<file path="src/rtl/iq_pkg.sv">
// iq_pkg: shared entry layout and constants for the issue queue
// and the functional unit it feeds.
package iq_pkg;

    localparam int ENTRY_W = 139;
    localparam int TAG_W   = 6;

    localparam logic [TAG_W-1:0] PHYS_ZERO = '0;

    localparam int F3_MSB   = 138;
    localparam int F3_LSB   = 136;
    localparam int F7_MSB   = 135;
    localparam int F7_LSB   = 129;
    localparam int OPC_MSB  = 128;
    localparam int OPC_LSB  = 122;
    localparam int RD_MSB   = 121;
    localparam int RD_LSB   = 116;
    localparam int RS1_MSB  = 115;
    localparam int RS1_LSB  = 110;
    localparam int RS1V_MSB = 109;
    localparam int RS1V_LSB = 78;
    localparam int RS2_MSB  = 77;
    localparam int RS2_LSB  = 72;
    localparam int RS2V_MSB = 71;
    localparam int RS2V_LSB = 40;
    localparam int IMM_MSB  = 39;
    localparam int IMM_LSB  = 8;
    localparam int ROB_MSB  = 7;
    localparam int ROB_LSB  = 2;
    localparam int FU_MSB   = 1;
    localparam int FU_LSB   = 0;

endpackage

</file>
<file path="src/rtl/iq_select.sv">
// iq_select: lowest-index priority encoder over the ready
// request vector; slot 0 is the oldest entry.
module iq_select #(
    parameter int DEPTH = 8,
    parameter int IDX_W = $clog2(DEPTH)
) (
    input  logic [DEPTH-1:0] req,
    output logic             found,
    output logic [IDX_W-1:0] idx
);

    // Scan from the top so the lowest set bit is the last writer.
    always_comb begin
        found = 1'b0;
        idx   = '0;
        for (int i = DEPTH - 1; i >= 0; i--) begin
            if (req[i]) begin
                found = 1'b1;
                idx   = IDX_W'(i);
            end
        end
    end

endmodule

</file>
<file path="src/rtl/issue_queue.sv">
// issue_queue: collapsing in-order-age queue with CDB wakeup,
// oldest-ready select and a registered issue port.
module issue_queue
    import iq_pkg::*;
#(
    parameter int DEPTH = 8,
    localparam int IDX_W = $clog2(DEPTH),
    localparam int CNT_W = $clog2(DEPTH + 1)
) (
    input  logic               clk,
    input  logic               rst,
    input  logic               flush,
    input  logic               dispatch_valid,
    input  logic [ENTRY_W-1:0] dispatch_entry,
    input  logic               dispatch_rs1_ready,
    input  logic               dispatch_rs2_ready,
    output logic               dispatch_ready,
    input  logic               cdb_valid,
    input  logic [TAG_W-1:0]   cdb_tag,
    input  logic [31:0]        cdb_value,
    input  logic               issue_stall,
    output logic               issue_valid,
    output logic [ENTRY_W-1:0] issue_entry,
    output logic [CNT_W-1:0]   occupancy
);

    logic [DEPTH-1:0]              vld_q, vld_d;
    logic [DEPTH-1:0]              r1_q, r1_d;
    logic [DEPTH-1:0]              r2_q, r2_d;
    logic [DEPTH-1:0][ENTRY_W-1:0] ent_q, ent_d;
    logic [CNT_W-1:0]              occ_q, occ_d;
    logic                          iv_q, iv_d;
    logic [ENTRY_W-1:0]            ie_q, ie_d;
    logic [1:0]                    cnt_q, cnt_d;

    logic [DEPTH-1:0]              w_r1, w_r2, req;
    logic [DEPTH-1:0][ENTRY_W-1:0] w_ent;
    logic [ENTRY_W-1:0]            d_ent;
    logic                          d_r1, d_r2;
    logic                          cdb_hit, found, reg_free;
    logic                          do_issue, do_disp;
    logic [IDX_W-1:0]              sel;
    logic [CNT_W-1:0]              wpos;

    assign dispatch_ready = occ_q < CNT_W'(DEPTH);
    assign issue_valid    = iv_q;
    assign issue_entry    = ie_q;
    assign occupancy      = occ_q;

    assign cdb_hit  = cdb_valid && (cdb_tag != PHYS_ZERO);
    assign req      = vld_q & r1_q & r2_q;
    assign reg_free = !iv_q || !issue_stall;
    assign do_issue = found && reg_free;
    assign do_disp  = dispatch_valid && dispatch_ready && !flush;
    assign wpos     = do_issue ? occ_q - 1'b1 : occ_q;

    iq_select #(.DEPTH(DEPTH), .IDX_W(IDX_W)) u_sel (
        .req   (req),
        .found (found),
        .idx   (sel)
    );

    // CDB wakeup of stored slots and of the incoming dispatch.
    always_comb begin
        w_ent = ent_q;
        w_r1  = r1_q;
        w_r2  = r2_q;
        for (int i = 0; i < DEPTH; i++) begin
            if (cdb_hit && !r1_q[i] &&
                ent_q[i][RS1_MSB:RS1_LSB] == cdb_tag) begin
                w_ent[i][RS1V_MSB:RS1V_LSB] = cdb_value;
                w_r1[i] = 1'b1;
            end
            if (cdb_hit && !r2_q[i] &&
                ent_q[i][RS2_MSB:RS2_LSB] == cdb_tag) begin
                w_ent[i][RS2V_MSB:RS2V_LSB] = cdb_value;
                w_r2[i] = 1'b1;
            end
        end
        d_ent = dispatch_entry;
        d_r1  = dispatch_rs1_ready ||
                dispatch_entry[RS1_MSB:RS1_LSB] == PHYS_ZERO;
        d_r2  = dispatch_rs2_ready ||
                dispatch_entry[RS2_MSB:RS2_LSB] == PHYS_ZERO;
        if (cdb_hit && !d_r1 &&
            dispatch_entry[RS1_MSB:RS1_LSB] == cdb_tag) begin
            d_ent[RS1V_MSB:RS1V_LSB] = cdb_value;
            d_r1 = 1'b1;
        end
        if (cdb_hit && !d_r2 &&
            dispatch_entry[RS2_MSB:RS2_LSB] == cdb_tag) begin
            d_ent[RS2V_MSB:RS2V_LSB] = cdb_value;
            d_r2 = 1'b1;
        end
    end

    // Next state: collapse on issue, append dispatch, load issue reg.
    always_comb begin
        vld_d = vld_q;
        r1_d  = w_r1;
        r2_d  = w_r2;
        ent_d = w_ent;
        occ_d = occ_q;
        iv_d  = iv_q;
        ie_d  = ie_q;
        cnt_d = cnt_q;
        if (flush) begin
            vld_d = '0;
            r1_d  = '0;
            r2_d  = '0;
            occ_d = '0;
            iv_d  = 1'b0;
            cnt_d = '0;
        end else begin
            if (do_issue) begin
                for (int i = 0; i < DEPTH - 1; i++) begin
                    if (IDX_W'(i) >= sel) begin
                        vld_d[i] = vld_q[i+1];
                        r1_d[i]  = w_r1[i+1];
                        r2_d[i]  = w_r2[i+1];
                        ent_d[i] = w_ent[i+1];
                    end
                end
                vld_d[DEPTH-1] = 1'b0;
                r1_d[DEPTH-1]  = 1'b0;
                r2_d[DEPTH-1]  = 1'b0;
            end
            if (do_disp) begin
                for (int i = 0; i < DEPTH; i++) begin
                    if (CNT_W'(i) == wpos) begin
                        vld_d[i] = 1'b1;
                        r1_d[i]  = d_r1;
                        r2_d[i]  = d_r2;
                        ent_d[i] = d_ent;
                    end
                end
            end
            occ_d = occ_q + CNT_W'(do_disp) - CNT_W'(do_issue);
            if (do_issue) begin
                ie_d  = {ent_q[sel][ENTRY_W-1:FU_MSB+1], cnt_q};
                iv_d  = 1'b1;
                cnt_d = cnt_q + 2'd1;
            end else if (reg_free) begin
                iv_d = 1'b0;
            end
        end
    end

    // State registers.
    always_ff @(posedge clk or posedge rst) begin
        if (rst) begin
            vld_q <= '0;
            r1_q  <= '0;
            r2_q  <= '0;
            ent_q <= '0;
            occ_q <= '0;
            iv_q  <= 1'b0;
            ie_q  <= '0;
            cnt_q <= '0;
        end else begin
            vld_q <= vld_d;
            r1_q  <= r1_d;
            r2_q  <= r2_d;
            ent_q <= ent_d;
            occ_q <= occ_d;
            iv_q  <= iv_d;
            ie_q  <= ie_d;
            cnt_q <= cnt_d;
        end
    end

endmodule

</file>
<file path="config.mk">
export PLATFORM = sky130hd
export DESIGN_NAME = issue_queue
export DESIGN_NICKNAME = d
export VERILOG_FILES = /design/src/rtl/iq_pkg.sv /design/src/rtl/iq_select.sv /design/src/rtl/issue_queue.sv
export SDC_FILE = /design/constraint.sdc
export NUM_CORES = 2
export LEC_CHECK = 0
export BUFFER_PORTS_ARGS = -buffer_cell sky130_fd_sc_hd__buf_2
export CORE_MARGIN = 2
export CORE_UTILIZATION = 38
export CTS_CLUSTER_SIZE = 28
export DETAILED_ROUTE_END_ITERATION = 8
export PLACE_DENSITY = 0.6
export SYNTH_ARGS = -nofsm -noshare
export SYNTH_HDL_FRONTEND = slang
export SYNTH_SLANG_ARGS = --single-unit
</file>
<file path="constraint.sdc">
create_clock -name clk -period 37.3 [get_ports clk]
set_input_delay 1.865 -clock clk [delete_from_list [all_inputs] [get_ports clk]]
set_output_delay 1.865 -clock clk [all_outputs]
set_load 0.05 [all_outputs]
</file>
Yosys cells after proc, flatten, opt, wreduce, memory -nomap -nowiden
Index checks and enable logic that the tools add are counted.
Widths: inputs -> output; s select.

cells by class
  reduce and logical (&&, ||, !) cells = 72
  equal/unequal tests = 25
  bitwise operators = 3
  add/sub/neg operators = 4
  magnitude comparators = 9
  muxes and demuxes = 133

operator list
  cell                count
  $mux 1083           2
  $mux 139            15
  $mux 973            1
  $mux 32             18
  $bmux 139 s3        1
  $mux 110            1
  $eq 6x6->1          18
  $mux 1              74
  $mux 8              9
  $logic_and 1x1->1   40
  $mux 3              8
  $logic_not 1->1     21
  $and 8x8->8         2
  $eq 3x4->1 const A  4
  $logic_not 6->1     2
  $ge 3x3->1 const A  3
  $eq 2x4->1 const A  2
  $mux 4              2
  $ge 1x3->1 const A  2
  $ge 2x3->1 const A  2
  $reduce_bool 6->1   1
  $add 4x1->4         1
  $eq 1x4->1 const A  1
  $logic_not 4->1     1
  12 further kinds    15

storage, ports and cells
  register bits = 1,282
  logic and storage cells = 269
  input bits = 185
  output and inout bits = 145

Longest topological paths before layout
  depth after elaboration = 16
  gate-level depth with buffers = 14
  gate-level depth less buffers = 11

By module
A second synthesis with hierarchy kept.

second synthesis, totals
  cell total of the unflattened synthesis = 5,910
  area total of the unflattened synthesis = 69,997.1 sq um

modules (own cells, without submodules)
  module       times used  cells each  seq. area each (sq um)  area an instance (sq um)
  issue_queue  1           5,897       31,680.4                69,917.1
  iq_select    1           13          0.0                     80.1

Worst setup path before layout
Ideal clock, no wire load.

  path type = input-to-reg
  start = input port cdb_tag[1]
  end = register ent_q[605] (netlist name)
  path buffers = 2
  stages on the path = 9
  path slack = 33.106 ns
  data required time = 37.174 ns
  library setup time = 0.126 ns
  data arrival time = 4.068 ns
  cell sequence = buf_2 or4_1 o31a_1 nand4_1 buf_4 mux2i_1 nor3b_1 a31oi_1 a2bb2oi_1

RTL lines
  item                  RTL line            RTL
  from (decl)           issue_queue.sv:19   input logic [TAG_W-1:0] cdb_tag,
  to (signal assigned)  issue_queue.sv:164  ent_q <= ent_d;
  to (decl)             issue_queue.sv:30   logic [DEPTH-1:0][ENTRY_W-1:0] ent_q, ent_d;

Worst setup path in the final report
  start = input port flush
  end = register ent_q[535] (netlist name)

on the way
  cells in the longest elaborated chain, start to end = 3

RTL lines
  item               RTL line            RTL
  from (decl)        issue_queue.sv:12   input logic flush,
  $logic_not 1->1    issue_queue.sv:54   assign do_disp = dispatch_valid && dispatch_ready && !flush;
  $logic_and 1x1->1  issue_queue.sv:54
  $mux 1083          issue_queue.sv:128  if (do_disp) begin

Parallel ways exist; a longest one is shown, timed or not.
A chain may end at the register's enable or synchronous reset.

==> metrics.txt <==
most frequent cell on the critical path=buf_4; Synth Cell Area=0.0720 mm²; Port Buffers=327; P_leak=39.5 nW; outcome=complete, no violations; remaining global-route overflow=0; DRC viols=0; vias=66500; Synth area leader=dfrtp_1; initial antenna violation count=43; slowest CP cell=o31ai_4; post-CTS setup buffers=0; setup TNS=0 ps; antenna-violating nets left=0; CP Max Fanout=88; Slew @ Worst Pin=1320 ps; root buffer cell=clkbuf_16; drt total wl=299 mm; Inst Count DP=9641; synthesis-to-layout area growth=10.7%; Syn Nets=7713; DRT iter0 DRCs=7855; fin cells=9909; final-report setup violation count=0; Clock Path Buffers=3; largest net degree at the start of global routing=162; number of flops mapped to enable cells by yosys=0; critical-path cell list=buf_8 > inv_8 > and3_1 > buf_4 > inv_1 > o31ai_4 > buf_4 > o22ai_1 > a2bb2oi_1; Die Span X=439 µm; top cells by area, synth=dfrtp_1 44%, mux2i_1 11%, nand2_1 4.3%; row cnt=159; DR vias/cell=6.71; cts repair resizes=0; H-tree levels=4; fraction of layout cells with a size suffix above 1=12.6%; number of global-route vias before repair=65400; core area=0.188 mm²; Mapped Cells=7520; CP endpoint kind=register; Synth cell types=72; Hold Vio Cnt, Final=0; Final Max Slew Viols=0; TritonCTS Buffers=144; Seq/Total Area, Yosys=44.0%; CP Launch Type=input port; Die ar.=0.193 mm²; Tmin final=5930 ps; CTS tree=yes; first-pass GRT wire length=439 mm; total track usage=30.1%; first-pass iteration count of the detailed router=6; number of filler cells placed in the layout=18200; Routability Congestion=0.864; total power per unit cell area=57.3 mW/mm²; Die Y=439 µm; Clk Latency, worst-skew pair=840 ps; critical path data arrival time=6630 ps; synth warn=0; CTS clock-pin slew for the worst setup and hold paths=60 ps; Final Net Count=7485; cell with the most instances after synthesis=dfrtp_1; ys async rst share=100%; Hold-fix buffers, CTS=0; Buf+Inv Stages, Crit Path=5; share of the synthesized area in the top cell type=44.0%; max frequency=169 MHz; critical path's largest stage delay=1210 ps; RSZ-0062 raised after global routing=no; starting density of the core=38.3%; critical path class=input port to register; clock sink count=1266; dominant synthesized flop cell=dfrtp_1; fin crit share=15.9%; largest vdd supply drop=0.0000369 V; Post-synth top cells=1266 x dfrtp_1, 821 x nand2_1, 802 x mux2i_1; Avg WL per Cell=30.2 µm; CP top delay family=buffers and inverters; Hold Crit Class=register to register; Worst Clk Skew=35.1 ps; average size of a mapped cell=9.57 µm²; Ports=330; synthesized flop and latch total=1266; Crit path required time=38010 ps; hpwl dp=163 mm; relative slew slack=12.1%; max_cap viols=0
## cells by family after synthesis
group | Yosys count | synth area share [%]
DFF | 1266 | 44.0
xor gates and xnor gates | 115 | 1.40
buffers and inverters | 1009 | 5.86
and+or+nand+nor | 1853 | 11.2
adders and majority gates | 8 | 0.150
muxes | 960 | 13.6
AOI/OAI and AO/OA | 2309 | 23.7
## registers in the layout (all words and copies together), names as in the netlist
register / flops
ent_q: 1096
issue_entry: 139
r1_q: 8
r2_q: 8
vld_q: 8
occupancy: 4
cnt_q: 2
issue_valid: 1
## where the power goes
group	switching (mW)	total, mW	internal (mW)	leakage [nW]
Sequential	0.262	2.00	1.74	15.8
Combinational	0.589	1.09	0.497	21.4
Clock	0.631	1.48	0.847	2.37
## metrics by stage
| stage | setup slack, ps | hold slack (ps) | total power, mW | area, µm² | utilization [%] |
|---|---|---|---|---|---|
| final | 31370 | 492 | 4.56 | 79700 | 42.4 |
| after global routing | 31310 | 509 | 4.79 | 79700 | 42.4 |
| after CTS | 31600 | 492 | 4.56 | 79600 | 42.4 |
| after detailed placement | 30750 | 487 | 3.08 | 74900 | 39.8 |
| after global placement | 30770 | 484 | 3.04 | 74900 | 39.8 |
| after floorplan | 17940 | 468 | 2.79 | 72000 | - |
## layer usage
| metal | track usage [%] | share of wire (%) | vias to the layer above |
|---|---|---|---|
| met5 | 0 | 0.085 | - |
| met1 | 38.8 | 39 | 33500 |
| met3 | 6.78 | 10 | 1005 |
| li1 | - | - | 27900 |
| met2 | 47.1 | 45 | 4095 |
| met4 | 15.4 | 5.6 | 40 |
## placed cells by master (no fill, tap or decap), drive strengths merged, types with 7 or more instances in the layout
| cell | instances |
|---|---|
| a21oi | 320 |
| a221o | 74 |
| a221oi | 173 |
| a22o | 77 |
| a22oi | 90 |
| a2bb2oi | 338 |
| a31oi | 232 |
| a32oi | 53 |
| and3 | 91 |
| buf | 472 |
| bufinv | 9 |
| clkbuf | 206 |
| clkinv | 30 |
| dfrtp | 1266 |
| diode | 11 |
| ha | 7 |
| inv | 172 |
| mux2 | 158 |
| mux2i | 802 |
| nand2 | 821 |
| nand3 | 184 |
| nand3b | 7 |
| nor2 | 387 |
| nor3 | 305 |
| nor3b | 13 |
| nor4 | 21 |
| o211ai | 26 |
| o21ai | 92 |
| o221ai | 204 |
| o22a | 155 |
| o22ai | 416 |
| o31ai | 22 |
| xor2 | 112 |
## worst paths after layout
kind,slack [ps],to,depth (start not counted),from
max in group asynchronous,32820,ent_q[56]$_DFF_PP0_,5,rst
setup / recovery,31370,ent_q[535]$_DFFE_PP0N_,9,flush
hold / removal,490,ent_q[575]$_DFFE_PP0N_,1,ent_q[714]$_DFFE_PP0N_
hold reg to reg,490,ent_q[575]$_DFFE_PP0N_,1,ent_q[714]$_DFFE_PP0N_
min in group asynchronous,1220,issue_entry[90]$_DFFE_PP0P_,2,rst
setup reg to reg,31940,ent_q[280]$_DFFE_PP0N_,10,occupancy[1]$_DFF_PP0_
## cell type report
type	count	area [µm²]	share of cell area, %
diodes	11	27.5	0.0346
clock buffers	206	4190	5.26
clock inverters	51	587	0.737
inverters	163	623	0.782
multi-input cells	5245	36600	45.9
flip-flops and latches	1266	31700	39.8
well taps	2495	3120	3.92
repair buffers	472	2840	3.56
(Power assumes the default switching activity.)
